$ cat config.mk
export PLATFORM = sky130hd
export DESIGN_NAME = tape_symbol_encoder
export DESIGN_NICKNAME = d
export VERILOG_FILES = /design/src/rtl/tape_symbol_encoder_pkg.sv /design/src/rtl/tape_crc8.sv /design/src/rtl/tape_symbol_encoder.sv
export SDC_FILE = /design/constraint.sdc
export NUM_CORES = 1
export LEC_CHECK = 0
export BUFFER_PORTS_ARGS = -buffer_cell sky130_fd_sc_hd__buf_4
export CORE_MARGIN = 2
export CORE_UTILIZATION = 45
export CTS_BUF_LIST = sky130_fd_sc_hd__clkbuf_4 sky130_fd_sc_hd__clkbuf_8 sky130_fd_sc_hd__clkbuf_16
export DETAILED_ROUTE_END_ITERATION = 7
export GPL_TIMING_DRIVEN = 1
export SLEW_MARGIN = 20
export SYNTH_ARGS = -nofsm -noshare
export SYNTH_HDL_FRONTEND = slang
export SYNTH_SLANG_ARGS = --single-unit
export TNS_END_PERCENT = 10
$ cat constraint.sdc
create_clock -name clk -period 2.45 [get_ports clk]
set_input_delay 0.3675 -clock clk [delete_from_list [all_inputs] [get_ports clk]]
set_output_delay 0.3675 -clock clk [all_outputs]
set_load 0.05 [all_outputs]
$ cat src/rtl/tape_symbol_encoder_pkg.sv
// Shared tape line-code constants: data-level table, framing markers, CRC polynomial.
package tape_symbol_encoder_pkg;

  localparam logic [3:0] MARK_A   = 4'b1010;
  localparam logic [3:0] MARK_B   = 4'b0101;
  localparam logic [7:0] CRC_POLY = 8'h07;

  typedef enum logic [2:0] {
    ST_IDLE,
    ST_PREAMBLE,
    ST_SOF,
    ST_PAYLOAD,
    ST_CRC,
    ST_FLUSH,
    ST_EOF
  } enc_state_t;

  function automatic logic [3:0] data_symbol(input logic [2:0] v);
    logic [3:0] s;
    case (v)
      3'd0:    s = 4'b0000;
      3'd1:    s = 4'b0001;
      3'd2:    s = 4'b0011;
      3'd3:    s = 4'b0111;
      3'd4:    s = 4'b1111;
      3'd5:    s = 4'b1110;
      3'd6:    s = 4'b1100;
      default: s = 4'b1000;
    endcase
    return s;
  endfunction

endpackage

$ cat src/rtl/tape_crc8.sv
// Combinational byte-wide CRC-8 update, MSB first, no reflection.
module tape_crc8
  import tape_symbol_encoder_pkg::*;
(
  input  logic [7:0] crc_in,
  input  logic [7:0] data_in,
  output logic [7:0] crc_out
);

  logic [7:0] c;

  always_comb begin
    c = crc_in ^ data_in;
    for (int unsigned i = 0; i < 8; i++) begin
      c = c[7] ? ({c[6:0], 1'b0} ^ CRC_POLY) : {c[6:0], 1'b0};
    end
    crc_out = c;
  end

endmodule

$ cat src/rtl/tape_symbol_encoder.sv
// Frames a byte stream into 4-bit tape symbols: preamble, SOF, payload, CRC-8, pad, EOF.
module tape_symbol_encoder
  import tape_symbol_encoder_pkg::*;
#(
  parameter int unsigned PREAMBLE_LEN = 8,
  parameter int unsigned FIFO_DEPTH   = 2048,
  parameter int unsigned FIFO_MARGIN  = 2
) (
  input  logic        clk,
  input  logic        rst,
  input  logic [7:0]  s_data,
  input  logic        s_valid,
  input  logic        s_last,
  output logic        s_ready,
  output logic [3:0]  fifow_data,
  output logic        fifow_request,
  input  logic        fifow_full,
  input  logic [10:0] fifow_used_words,
  output logic        frame_done,
  output logic        busy
);

  enc_state_t  state;
  logic [9:0]  gbuf;
  logic [3:0]  count;
  logic [7:0]  crc;
  logic [7:0]  crc_next;
  logic [15:0] idx;
  logic        wr_ok;
  logic        gb_emit;

  // Place a byte directly below the bits still waiting in the gearbox.
  function automatic logic [9:0] gb_load(input logic [9:0] b, input logic [3:0] n,
                                         input logic [7:0] d);
    logic [9:0] r;
    case (n)
      4'd0:    r = {d, 2'b00};
      4'd1:    r = {b[9], d, 1'b0};
      default: r = {b[9:8], d};
    endcase
    return r;
  endfunction

  tape_crc8 u_crc (
    .crc_in  (crc),
    .data_in (s_data),
    .crc_out (crc_next)
  );

  assign wr_ok   = !fifow_full && (fifow_used_words < 11'(FIFO_DEPTH - FIFO_MARGIN));
  assign s_ready = (state == ST_PAYLOAD) && (count < 4'd3);
  assign busy    = (state != ST_IDLE);
  assign gb_emit = ((state == ST_PAYLOAD) || (state == ST_CRC) || (state == ST_FLUSH)) &&
                   (count >= 4'd3) && wr_ok;

  always_ff @(posedge clk) begin
    if (rst) begin
      state         <= ST_IDLE;
      gbuf          <= '0;
      count         <= '0;
      crc           <= '0;
      idx           <= '0;
      fifow_request <= 1'b0;
      fifow_data    <= '0;
      frame_done    <= 1'b0;
    end else begin
      fifow_request <= 1'b0;
      frame_done    <= 1'b0;
      if (gb_emit) begin
        fifow_request <= 1'b1;
        fifow_data    <= data_symbol(gbuf[9:7]);
        gbuf          <= {gbuf[6:0], 3'b000};
        count         <= count - 4'd3;
      end else begin
        case (state)
          ST_IDLE: begin
            if (s_valid) begin
              state <= ST_PREAMBLE;
              crc   <= '0;
              count <= '0;
              gbuf  <= '0;
              // First preamble symbol goes out on the same edge that sees s_valid.
              if (wr_ok) begin
                fifow_request <= 1'b1;
                fifow_data    <= MARK_A;
                idx           <= 16'd1;
              end else begin
                idx <= '0;
              end
            end
          end
          ST_PREAMBLE: begin
            if (wr_ok) begin
              fifow_request <= 1'b1;
              fifow_data    <= idx[0] ? MARK_B : MARK_A;
              if (idx == 16'(PREAMBLE_LEN - 1)) begin
                state <= ST_SOF;
                idx   <= '0;
              end else begin
                idx <= idx + 16'd1;
              end
            end
          end
          ST_SOF: begin
            if (wr_ok) begin
              fifow_request <= 1'b1;
              fifow_data    <= MARK_B;
              if (idx[0]) begin
                state <= ST_PAYLOAD;
                idx   <= '0;
              end else begin
                idx <= 16'd1;
              end
            end
          end
          ST_PAYLOAD: begin
            if (s_ready && s_valid) begin
              gbuf  <= gb_load(gbuf, count, s_data);
              count <= count + 4'd8;
              crc   <= crc_next;
              if (s_last) state <= ST_CRC;
            end
          end
          ST_CRC: begin
            if (count < 4'd3) begin
              gbuf  <= gb_load(gbuf, count, crc);
              count <= count + 4'd8;
              state <= ST_FLUSH;
            end
          end
          ST_FLUSH: begin
            // Remaining 1-2 bits leave as one symbol; lower bits are already zero.
            if (count == 4'd0) begin
              state <= ST_EOF;
              idx   <= '0;
            end else if ((count < 4'd3) && wr_ok) begin
              fifow_request <= 1'b1;
              fifow_data    <= data_symbol(gbuf[9:7]);
              gbuf          <= '0;
              count         <= '0;
              state         <= ST_EOF;
              idx           <= '0;
            end
          end
          ST_EOF: begin
            if (idx == 16'd2) begin
              state      <= ST_IDLE;
              frame_done <= 1'b1;
              idx        <= '0;
            end else if (wr_ok) begin
              fifow_request <= 1'b1;
              fifow_data    <= MARK_A;
              idx           <= idx + 16'd1;
            end
          end
          default: state <= ST_IDLE;
        endcase
      end
    end
  end

endmodule

==> results_dict.tcl <==
set metrics [dict create \
    finalClockSkew_ps 6.31 \
    grt_overflow_total 0 \
    finalInstanceArea_sq_mm 0.00382 \
    drt_drc_violations_left 0 \
    drt-pass1-iter-count 4 \
    cp.buffers_inverters 2 \
    static-leakage-power_nw 1.45 \
    place_congestion 0.822 \
    grt_pass1_wl_um 14200 \
    grt_use_total 0.233 \
    crit_path_start_kind "flip-flop" \
    status "finished clean" \
    crit_arrival_ps 2530 \
    endpoint_kind "flip-flop" \
    nFillCells 670 \
    max-slew-margin-rel 0.627 \
    routedWlPerCell_um 15.6 \
    routed_wl_um 8480 \
    syn_to_final_growth_pct 21.3 \
    post-route-min-period_ps 2290 \
    synthCells 396 \
    synth.top_cell.area_share 0.299 \
    die_w_um 87.7 \
    cap_viol_max_count 0 \
    diodes 0 \
    synth.cell_area_sq_mm 0.00315 \
    crit_path_top_delay_cell "or4_1" \
    antenna_found_initial 0 \
    die_area_sq_mm 0.00768 \
    crit_path_max_fanout 6 \
    port_buffers 30 \
    max_stage_delay_ps 460 \
    setup_viol 0 \
    coreArea_sq_mm 0.00679 \
    post_cts_buffers 0 \
    hold_path_class "primary input to flip-flop" \
    timing.final.crit_share 0.936 \
    yosys_warnings 0 \
    finalHoldViolCount 0 \
    dp_hpwl_um 6230 \
    worst_pin_slew_ps 557 \
    layout.nets 477 \
    crit_required_ps 2690 \
    die_h_um 87.7 \
    finalHoldWorstSlack_ps 387 \
    power_density_mw_per_mm2 564 \
    syn_avg_cell_area_sq_um 7.95 \
    ys_ff_latch 47 \
    cts_root_buf "clkbuf_8" \
    grt_pass1_vias 2970 \
    yosys-top-cells-count "dfxtp_1, nand2_1, nor2_1" \
    ys_seq_area_frac 0.299 \
    yosysMostFrequentCell "dfxtp_1" \
    synth_area_leader_cell "dfxtp_1" \
    crit_type "flip-flop to flip-flop" \
    vias_per_cell 5.84 \
    place_area_sq_mm 0.00368 \
    cp_cell_sequence "inv_1 -> ha_1 -> nor4b_2 -> buf_4 -> nand4b_4 -> mux2i_4 -> o221ai_1 -> or4_1 -> a21oi_1" \
    async_flop_share 0 \
    path_delay_family "simple AND/OR/NAND/NOR gates" \
    io_pins 32 \
    post-route-util 0.562 \
    grt_max_degree 25 \
    htree_levels 2 \
    power.total_w 0.00216 \
    synthFlopType "dfxtp_1" \
    worst_ir_drop_vdd_mv 0.282 \
    cts_tree "built" \
    synth_nets 425 \
    synth_edf_count 0 \
    cts_sinks 47 \
    synth_cell_types 67 \
    drtAntennaViolNets 0 \
    clkLatencyLatePin_ps 300 \
    core.rowCount 30 \
    vias 3175 \
    synth.top_cells.by_area "dfxtp_1, a21oi_1, nand2_1, nor2_1, xnor2_1" \
    drtIter0Drc 224 \
    clock_tree.buffer_depth 2 \
    initial_utilization 0.464 \
    clk_pin_slew_ps 80 \
    numCtsBuffers 5 \
    slew_viol_final 0 \
    fmax_ghz 0.436 \
    drive_gt1_frac 0.219 \
]
[sequential cells by signal, indices dropped and copies added, names as in the netlist]
| signal | flops |
|---|---|
| idx | 16 |
| gbuf | 10 |
| crc | 8 |
| count | 4 |
| fifow_data | 4 |
| state | 3 |
| fifow_request | 1 |
| frame_done | 1 |
[cell usage in the layout (no fill, tap or decap), types with 2 or more instances in the layout]
master    netlist  layout
inv_1          16      16
xnor2_1        14      14
a31oi_1         3       3
or4_1           5       5
nor2_1         35      34
a211oi_1        3       3
mux2i_1         4       4
nor3_2          1       2
nand3_1        15      15
a22o_1         12      12
o31ai_1         6       6
nor4_1          2       2
a21o_1          3       3
a22oi_1         9       9
or3_1          10      10
o22ai_1         4       4
ha_1            5       5
nand4_1         5       5
o32ai_1         7       7
a21oi_1        31      31
nor4b_2         0       3
xor2_1          9       9
and3_1          4       4
and4_1          2       2
nand2b_1        2       2
or2_2           2       2
nor3_1          8       7
clkbuf_8        0       5
nor2b_1         3       3
a211o_2         1       2
dfxtp_1        47      47
o211ai_1        3       3
o41ai_1         2       2
buf_4           0      66
nand2_1        36      36
a221oi_1        8       8
o221ai_1        2       2
o21ai_0        24      24
[where the power goes]
group	total [W]	leakage [nW]	switching (W)	internal [W]
logic	0.000719	1.01	0.000412	0.000307
registers	0.000855	0.381	0.0000486	0.000806
clock network	0.000581	0.0547	0.000270	0.000311
[final timing paths]
path         depth (start not counted)       to       from  slack (ps)
max reg2reg                          9   idx[9]     idx[0]         160
min                                  4   crc[2]  s_data[2]         390
max                                  9   idx[9]     idx[0]         160
min reg2reg                          2  gbuf[0]    gbuf[0]         470
[kinds of logic (layout without fill, tap and decap cells)]
family / count (synthesis) / count (layout) / share of synthesized area
fa+ha+maj: 5 / 5 / 0.0199
mux: 5 / 5 / 0.0199
flops: 47 / 47 / 0.299
simple gates: 145 / 145 / 0.249
buf+inv: 38 / 90 / 0.0473
compound gates: 132 / 132 / 0.294
xor+xnor: 24 / 24 / 0.0715
[worst min-delay path: cells and delay by family]
| family | cells | cell delay (ps) |
|---|---|---|
| simple gates | 1 | 50 |
| compound gates | 1 | 50 |
| xor+xnor | 1 | 70 |
| buf+inv | 1 | 100 |
[metrics by stage]
step	cells	setup TNS [ps]	setup WS (ps)
finish	544	0	157
global route	544	-14.2	-14.2
CTS	544	0	67.7
detailed placement	537	0	107
global placement	537	0	169
floorplan	396	0	296
[timing repair]
action / in CTS / in global routing
hold buffers: 0 / 0
gates resized for setup: 0 / 7
endpoints found under the setup margin: 0 / 26
[metal layers]
| layer | vias to the layer above | track usage | routed length, um |
|---|---|---|---|
| met1 | 1512 | 0.325 | 4090 |
| met4 | 0 | 0.0671 | 104 |
| met3 | 7 | 0.0330 | 352 |
| li1 | 1588 | - | - |
| met2 | 68 | 0.375 | 3930 |
| met5 | - | 0 | 0 |
[area by class of cell]
class                      count  area, sq um  area share
clock inverter                 1         30.0     0.00786
inverter                      17         63.8      0.0167
timing repair buffer          66          495       0.130
multi-input combinational    311         2090       0.548
sequential                    47          941       0.246
clock buffer                   6         76.3      0.0200
tap                           96          120      0.0314
No activity file was read; power rests on OpenSTA's default activity.
